$ cat src/rtl/pipe_adder_if.sv
// Handshake and operand/result bundle for pipe_adder; the adder connects as slave,
// the producer/consumer side as master.
interface pipe_adder_if #(
  parameter int WIDTH = 16
);
  logic             in_valid;
  logic             in_ready;
  logic [WIDTH-1:0] a;
  logic [WIDTH-1:0] b;
  logic             cin;
  logic             sub;
  logic             out_valid;
  logic             out_ready;
  logic [WIDTH-1:0] sum;
  logic             cout;
  logic             ovf;

  modport slave (
    input  in_valid, a, b, cin, sub, out_ready,
    output in_ready, out_valid, sum, cout, ovf
  );

  modport master (
    output in_valid, a, b, cin, sub, out_ready,
    input  in_ready, out_valid, sum, cout, ovf
  );
endinterface

$ cat src/rtl/pipe_adder.sv
// Pipelined WIDTH-bit add/subtract with the carry chain cut into STAGES chunks and a
// valid/ready handshake on both sides. Define PIPE_ADDER_OVF_EN to compute ovf.
module pipe_adder #(
  parameter int WIDTH  = 16,
  parameter int STAGES = 4
) (
  input  logic        clk,
  input  logic        rst,
  pipe_adder_if.slave bus
);
  localparam int CW = WIDTH / STAGES;

  logic             adv;
  logic [WIDTH-1:0] b_eff;
  logic             cin_eff;

  assign b_eff   = bus.sub ? ~bus.b : bus.b;
  assign cin_eff = bus.sub | bus.cin;

  genvar gi;
  generate
    for (gi = 0; gi < STAGES; gi++) begin : g_stage
      // IW: operand bits still pending at this stage's input; RW: result bits done after it
      localparam int IW = WIDTH - gi * CW;
      localparam int RW = (gi + 1) * CW;

      logic [IW-1:0] a_in;
      logic [IW-1:0] b_in;
      logic          c_in;
      logic          v_in;
      logic [CW:0]   chunk_d;
      logic [RW-1:0] res_d;
      logic [RW-1:0] res_q;
      logic          carry_q;
      logic          valid_q;

      if (gi == 0) begin : g_head
        assign a_in  = bus.a;
        assign b_in  = b_eff;
        assign c_in  = cin_eff;
        assign v_in  = bus.in_valid;
        assign res_d = chunk_d[CW-1:0];
      end else begin : g_body
        assign a_in  = g_stage[gi-1].g_skew.a_q;
        assign b_in  = g_stage[gi-1].g_skew.b_q;
        assign c_in  = g_stage[gi-1].carry_q;
        assign v_in  = g_stage[gi-1].valid_q;
        assign res_d = {chunk_d[CW-1:0], g_stage[gi-1].res_q};
      end

      assign chunk_d = {1'b0, a_in[CW-1:0]} + {1'b0, b_in[CW-1:0]} + {{CW{1'b0}}, c_in};

      always_ff @(posedge clk) begin
        if (rst) begin
          valid_q <= 1'b0;
          carry_q <= 1'b0;
          res_q   <= '0;
        end else if (adv) begin
          valid_q <= v_in;
          carry_q <= chunk_d[CW];
          res_q   <= res_d;
        end
      end

      // Upper operand chunks ride along until their stage consumes them
      if (gi < STAGES - 1) begin : g_skew
        logic [IW-CW-1:0] a_q;
        logic [IW-CW-1:0] b_q;

        always_ff @(posedge clk) begin
          if (rst) begin
            a_q <= '0;
            b_q <= '0;
          end else if (adv) begin
            a_q <= a_in[IW-1:CW];
            b_q <= b_in[IW-1:CW];
          end
        end
      end
    end
  endgenerate

  assign adv           = ~g_stage[STAGES-1].valid_q | bus.out_ready;
  assign bus.in_ready  = adv;
  assign bus.out_valid = g_stage[STAGES-1].valid_q;
  assign bus.sum       = g_stage[STAGES-1].res_q;
  assign bus.cout      = g_stage[STAGES-1].carry_q;

`ifdef PIPE_ADDER_OVF_EN
  logic ovf_d;
  logic ovf_q;

  // Carry into the MSB is recovered from the MSB sum bit and its two operand bits
  assign ovf_d = g_stage[STAGES-1].a_in[CW-1] ^ g_stage[STAGES-1].b_in[CW-1]
               ^ g_stage[STAGES-1].chunk_d[CW-1] ^ g_stage[STAGES-1].chunk_d[CW];

  always_ff @(posedge clk) begin
    if (rst) begin
      ovf_q <= 1'b0;
    end else if (adv) begin
      ovf_q <= ovf_d;
    end
  end

  assign bus.ovf = ovf_q;
`else
  assign bus.ovf = 1'b0;
`endif
endmodule
$ cat src/flat_wrapper.sv
// flat-port wrapper written by rule: the top's interface ports become plain ports
module pipe_adder_flat 
#(
  parameter int WIDTH  = 16,
  parameter int STAGES = 4
)
  (clk, rst, bus_in_valid, bus_a, bus_b, bus_cin, bus_sub, bus_out_ready, bus_in_ready, bus_out_valid, bus_sum, bus_cout, bus_ovf);
  pipe_adder_if #(.WIDTH(WIDTH)) bus_i ();
  input  logic clk;
  input  logic rst;
  input wire logic [$bits(bus_i.in_valid)-1:0] bus_in_valid;
  input wire logic [$bits(bus_i.a)-1:0] bus_a;
  input wire logic [$bits(bus_i.b)-1:0] bus_b;
  input wire logic [$bits(bus_i.cin)-1:0] bus_cin;
  input wire logic [$bits(bus_i.sub)-1:0] bus_sub;
  input wire logic [$bits(bus_i.out_ready)-1:0] bus_out_ready;
  output wire logic [$bits(bus_i.in_ready)-1:0] bus_in_ready;
  output wire logic [$bits(bus_i.out_valid)-1:0] bus_out_valid;
  output wire logic [$bits(bus_i.sum)-1:0] bus_sum;
  output wire logic [$bits(bus_i.cout)-1:0] bus_cout;
  output wire logic [$bits(bus_i.ovf)-1:0] bus_ovf;
  assign bus_i.in_valid = bus_in_valid;
  assign bus_i.a = bus_a;
  assign bus_i.b = bus_b;
  assign bus_i.cin = bus_cin;
  assign bus_i.sub = bus_sub;
  assign bus_i.out_ready = bus_out_ready;
  assign bus_in_ready = bus_i.in_ready;
  assign bus_out_valid = bus_i.out_valid;
  assign bus_sum = bus_i.sum;
  assign bus_cout = bus_i.cout;
  assign bus_ovf = bus_i.ovf;
  pipe_adder #(.WIDTH(WIDTH), .STAGES(STAGES)) u_core (.clk(clk), .rst(rst), .bus(bus_i));
endmodule
$ cat config.mk
export PLATFORM = sky130hd
export DESIGN_NAME = pipe_adder_flat
export DESIGN_NICKNAME = d
export VERILOG_FILES = /design/src/rtl/pipe_adder_if.sv /design/src/rtl/pipe_adder.sv /design/src/flat_wrapper.sv
export SDC_FILE = /design/constraint.sdc
export NUM_CORES = 1
export LEC_CHECK = 0
export BUFFER_PORTS_ARGS = -buffer_cell sky130_fd_sc_hd__buf_2
export CAP_MARGIN = 10
export CORE_ASPECT_RATIO = 2
export CORE_MARGIN = 1
export CORE_UTILIZATION = 61
export CTS_CLUSTER_DIAMETER = 100
export DETAILED_ROUTE_END_ITERATION = 7
export GPL_ROUTABILITY_DRIVEN = 1
export GPL_TIMING_DRIVEN = 0
export PLACE_DENSITY = 0.84
export SETUP_SLACK_MARGIN = 0.02
export SYNTH_ARGS = -nofsm -noshare
export SYNTH_HDL_FRONTEND = slang
export SYNTH_SLANG_ARGS = --single-unit
$ cat constraint.sdc
create_clock -name clk -period 3.9 [get_ports clk]
set_input_delay 0.78 -clock clk [delete_from_list [all_inputs] [get_ports clk]]
set_output_delay 0.78 -clock clk [all_outputs]
set_load 0.03 [all_outputs]
Word-level counts from Yosys, hierarchy flattened
Cells that the tools add are included.
Storage, ports and cells
  register bits after elaboration: 96
  latch bits: 0
  memory bits (writable): 0
  ROM bits: 0
  output and inout port bits: 20
  word-level logic and storage cells: 31
  memories: 0
Cells by class
  $add $sub $neg: 8
  $mul: 0
  divide/modulo/power cells: 0
  magnitude comparators: 0
  equality and inequality tests: 0
  shifts and indexed selects: 0
  mux-type cells: 1
  bitwise gates (word level): 4
  reduce and logical (&&, ||, !) cells: 0
Operators with widths (number)
  $add A4 B4 Y5: 4
  $add A5 B1 Y5: 4
  $mux W16: 1
  $not A16 Y16: 1
  $or A1 B1 Y1: 2
  $not A1 Y1: 1

Longest topological paths before layout
  depth in word-level cells: 4
  gate-level depth with buffers: 8
  gate-level depth less buffers: 6

Worst setup path before layout
Ideal clock, no wire load.
  path kind: input-to-reg
  start: in bus_sub
  end: reg u_core.g_stage[0].carry_q
  library setup time: 125 ps
  arrival time: 2670 ps
  data required time: 3775 ps
  setup slack: 1104 ps
  stages on the path: 8
  path buffers: 2
  cells stage by stage: buf_4 > buf_4 > or2_2 > fa_1 > fa_1 > a21o_1 > a211oi_1 > a211oi_1
Between the ends
  longest elaborated chain between the ends: 3
  elaborated cells between the ends (all ways): 4
  classes of those cells: add/sub (2); mux (1); bitwise (1)
RTL lines
  start: declaration: line flat_wrapper.sv:15  | input wire logic [$bits(bus_i.sub)-1:0] bus_sub;
  $mux W16: line pipe_adder.sv:17  | assign b_eff = bus.sub ? ~bus.b : bus.b;
  $add A4 B4 Y5: line pipe_adder.sv:51  | assign chunk_d = {1'b0, a_in[CW-1:0]} + {1'b0, b_in[CW-1:0]} + {{CW{1'b0}}, c_in};
  $add A5 B1 Y5 *: line pipe_adder.sv:51
  end signal: assignment: line pipe_adder.sv:60  | carry_q <= chunk_d[CW];
  end: declaration: line pipe_adder.sv:34  | logic carry_q;
Every way passes the cells marked *; elsewhere a longest branch is shown, timed or not.
A chain may end at the register's enable or synchronous reset.

Final worst setup path
Same ends and word-level chain as after synthesis.

==> summary.md <==
| Metric | Value |
|---|---|
| Status | completed |
| Final worst setup slack | 1.25 ns |
| Worst hold path class | register to register |
| Root Buffer | clkbuf_16 |
| Core area | 6570 µm² |
| Cells after Synth | 474 |
| Synth Cell Area | 4140 µm² |
| Largest net degree at the start of global routing | 17 |
| Placed cell areas | 4530 µm² |
| H-tree Lvls | 3 |
| Post-CTS setup buffer count | 0 |
| Die H | 119 µm |
| Top_reg_cell synth | dfxtp_1 |
| Total number of yosys warnings | 0 |
| Worst-path cell chain | buf_4 -> buf_4 -> or2_2 -> fa_1 -> fa_1 -> a21o_1 -> a211oi_1 -> a211oi_1 |
| Switching pwr | 0.000552 W |
| Top delay family on crit path | adder cells |
| Starting Density | 63.1% |
| Initial DRC Count | 170 |
| Clock network latency to the later pin of the worst-skew pair | 0.35 ns |
| # resized after CTS | 0 |
| Worst EP arrival | 2.88 ns |
| Post-DP HPWL | 7140 µm |
| R2r setup slk | 1.98 ns |
| Register area share after synthesis | 46.4% |
| Async SR Flop Fraction | 0% |
| Maximum vdd drop | 0.374 mV |
| Worst-path cell with the longest stage delay | fa_1 |
| Pre-CTS setup slack | 0.894 ns |
| Synth cell types | 29 |
| Worst-path maximum fanout | 10 |
| Final count of negative-setup-slack endpoints | 0 |
| Sequential share of power | 45.2% |
| Achievable Freq | 377 MHz |
| Fin. max-slew vios | 0 |
| # IOs | 58 |
| Lkg Pwr | 2.07 nW |
| Clock skew | 0.00532 ns |
| Clk pin slew, worst setup/hold paths | 0.06 ns |
| Register bit total from synthesis | 96 |
| Placer Congestion | 0.938 |
| Via count | 3415 |
| Sum Neg Setup Slack | 0 ns |
| Die Area | 7140 µm² |
| R2R depth | 5 |
| DIE WIDTH | 60.3 µm |
| Buffers on Ports | 55 |
| Critical path depth in cells | 8 |
| CP Capture Type | register |
| Vias per cell | 5.39 |
| Initial antenna violation count | 0 |
| Largest area contributor in the netlist | dfxtp_1 |
| CTS sink cnt | 96 |
| EDFF count, synth | 0 |
| Layout cells sized above 1 | 21.8% |
| Critical path origin | bus_sub |
| RSZ-0062 raised after global routing | no |
| Routed Antenna Nets | 0 |
| Remaining global-route overflow | 0 |
| Pwr Density | 490 nW/µm² |
| Max Cap Viol | 0 |
| Clk pwr share | 44.5% |
| Sw Share | 23.0% |
| Diodes inserted | 0 |
| Kind of start point of the critical path | input port |
| Fin area | 4900 µm² |
| Final Critical Period | 2.66 ns |
| Average wire per standard cell | 15.5 µm |
| Final number of hold-violating endpoints | 0 |
| CTS tree | yes |
| Final Cycle Share | 68.1% |
| Num rows | 42 |
| Total Power | 0.00240 W |
| First-pass DRT Iterations | 6 |
| Global-route wire length before repair | 16000 µm |
| Number of buffers created by CTS | 9 |
| All-Layer GR Usage | 30.7% |
| Fillers | 533 |
| Post-synth top cells | nand2_1, dfxtp_1, a21oi_1 |
| Final wirelength | 9790 µm |
| Vias in the first global route | 3460 |
| CP bufs+invs | 2 |
| Syn avg cell area | 8.74 µm² |
| Crit path capture | u_core.g_stage[0].carry_q |
| Fin nets | 598 |
| Area share of the largest cell type after synthesis | 46.4% |
| Top-count cell post-synth | nand2_1 |
| Pint | 0.00185 W |
| Area grow syn2layout | 18.2% |
| Syn_nets | 532 |
| Clk buf depth | 2 |
| Req. time, crit path | 4.13 ns |
| Slew HR | 60.0% |
| Synth area leaders | dfxtp_1, nand2_1, a21oi_1 |
| End of the worst register-to-register path | u_core.bus.cout |
| # hold bufs at CTS | 0 |
| Comb pwr share | 10.3% |
| Drt drc | 0 |
| Tightest Pin Transition | 0.601 ns |
| CP Class | input port to register |
| Worst reg2reg startpoint | u_core.g_stage[2].g_skew.b_q[0] |
| Slowest stage delay, CP | 0.44 ns |
[per-layer routing]
| metal | GRT usage (%) | share of wire [%] |
|---|---|---|
| met3 | 4.92 | 3.2 |
| met1 | 31.7 | 37 |
| met5 | 0 | 0 |
| met4 | 20.8 | 5.6 |
| met2 | 53.2 | 54 |
[registers in the layout, summed over array words and instances, names as in the netlist]
name,flops
u_core.bus.cout,1
u_core.bus.out_valid,1
u_core.g_stage.g_skew.b_q,24
u_core.bus.sum,16
u_core.g_stage.res_q,24
u_core.g_stage.valid_q,3
u_core.g_stage.carry_q,3
u_core.g_stage.g_skew.a_q,24
[per-stage QoR]
step | instances | utilization (%) | hold slack [ns]
after global placement | 617 | 68.9 | 0.435
after global routing | 633 | 74.5 | 0.464
final | 633 | 74.5 | 0.448
after floorplan | 474 | - | 0.432
after detailed placement | 617 | 68.9 | 0.441
after CTS | 633 | 74.5 | 0.449
[worst min-delay path, delay by kind of cell (launching register included)]
| family | cells | cell delay [ns] |
|---|---|---|
| and+or+nand+nor | 1 | 0.05 |
| AOI/OAI and AO/OA | 1 | 0.05 |
| DFF | 1 | 0.31 |
[cells in the final DEF (no fill, tap or decap)]
| cell type | n |
|---|---|
| buf_4 | 9 |
| a21o_1 | 4 |
| or3_1 | 2 |
| a211oi_2 | 16 |
| inv_4 | 1 |
| a2111o_1 | 4 |
| buf_6 | 4 |
| nand3b_1 | 8 |
| nor3_1 | 1 |
| fa_1 | 8 |
| xnor2_1 | 14 |
| bufinv_16 | 4 |
| nor2b_1 | 2 |
| a21oi_1 | 73 |
| buf_2 | 71 |
| dfxtp_1 | 96 |
| conb_1 | 1 |
| a211oi_1 | 6 |
| or2_2 | 1 |
| nand2b_1 | 2 |
| clkinv_4 | 1 |
| clkinv_2 | 1 |
| o211ai_1 | 4 |
| xor2_1 | 6 |
| ha_1 | 12 |
| nand2_1 | 140 |
| o21ai_0 | 2 |
| clkbuf_16 | 9 |
| nor2_1 | 24 |
| nor2b_4 | 1 |
| clkbuf_1 | 6 |
| inv_6 | 1 |
| a221oi_1 | 1 |
| inv_1 | 10 |
[worst min path at each step]
stage | from | endpoint | slack (ns) | depth (start not counted)
finish | u_core.bus.sum[12] | u_core.bus.sum[12] | 0.45 | 2
global route | u_core.bus.sum[12] | u_core.bus.sum[12] | 0.46 | 2
CTS | u_core.bus.sum[12] | u_core.bus.sum[12] | 0.45 | 2
detailed placement | u_core.bus.sum[12] | u_core.bus.sum[12] | 0.44 | 2
global placement | u_core.bus.sum[1] | u_core.bus.sum[1] | 0.43 | 2
floorplan | u_core.g_stage[0].g_skew.a_q[0] | u_core.g_stage[0].g_skew.a_q[0] | 0.43 | 2
[cell type report]
type | count | area [µm²] | share of cell area (%)
Sequential cell | 96 | 1920 | 39.3
Clock inverter | 7 | 143 | 2.91
Timing Repair Buffer | 55 | 275 | 5.62
Clock buffer | 9 | 225 | 4.60
Multi-Input combinational cell | 332 | 1960 | 40.1
Tap cell | 88 | 110 | 2.25
Buffer | 35 | 215 | 4.40
Inverter | 11 | 43.8 | 0.894
[kinds of logic (layout without fill, tap and decap cells)]
group / count (synthesis) / in the layout / synth area share [%]
AOI/OAI and AO/OA: 110 / 110 / 17.7
xor gates and xnor gates: 20 / 20 / 4.23
adders and majority gates: 20 / 20 / 7.49
buffers and inverters: 46 / 117 / 6.25
DFF: 96 / 96 / 46.4
other: 1 / 1 / 0.0905
and+or+nand+nor: 181 / 181 / 17.8
[power groups by stage]
stage          Combinational, W  Clock [W]  Sequential (W)
2_1_floorplan          0.000163          0         0.00111
3_3_place_gp           0.000236          0         0.00110
3_5_place_dp           0.000244          0         0.00110
4_1_cts                0.000248    0.00107         0.00108
5_1_grt                0.000275    0.00112         0.00109
6_report               0.000247    0.00107         0.00108
(Power assumes the default switching activity.)
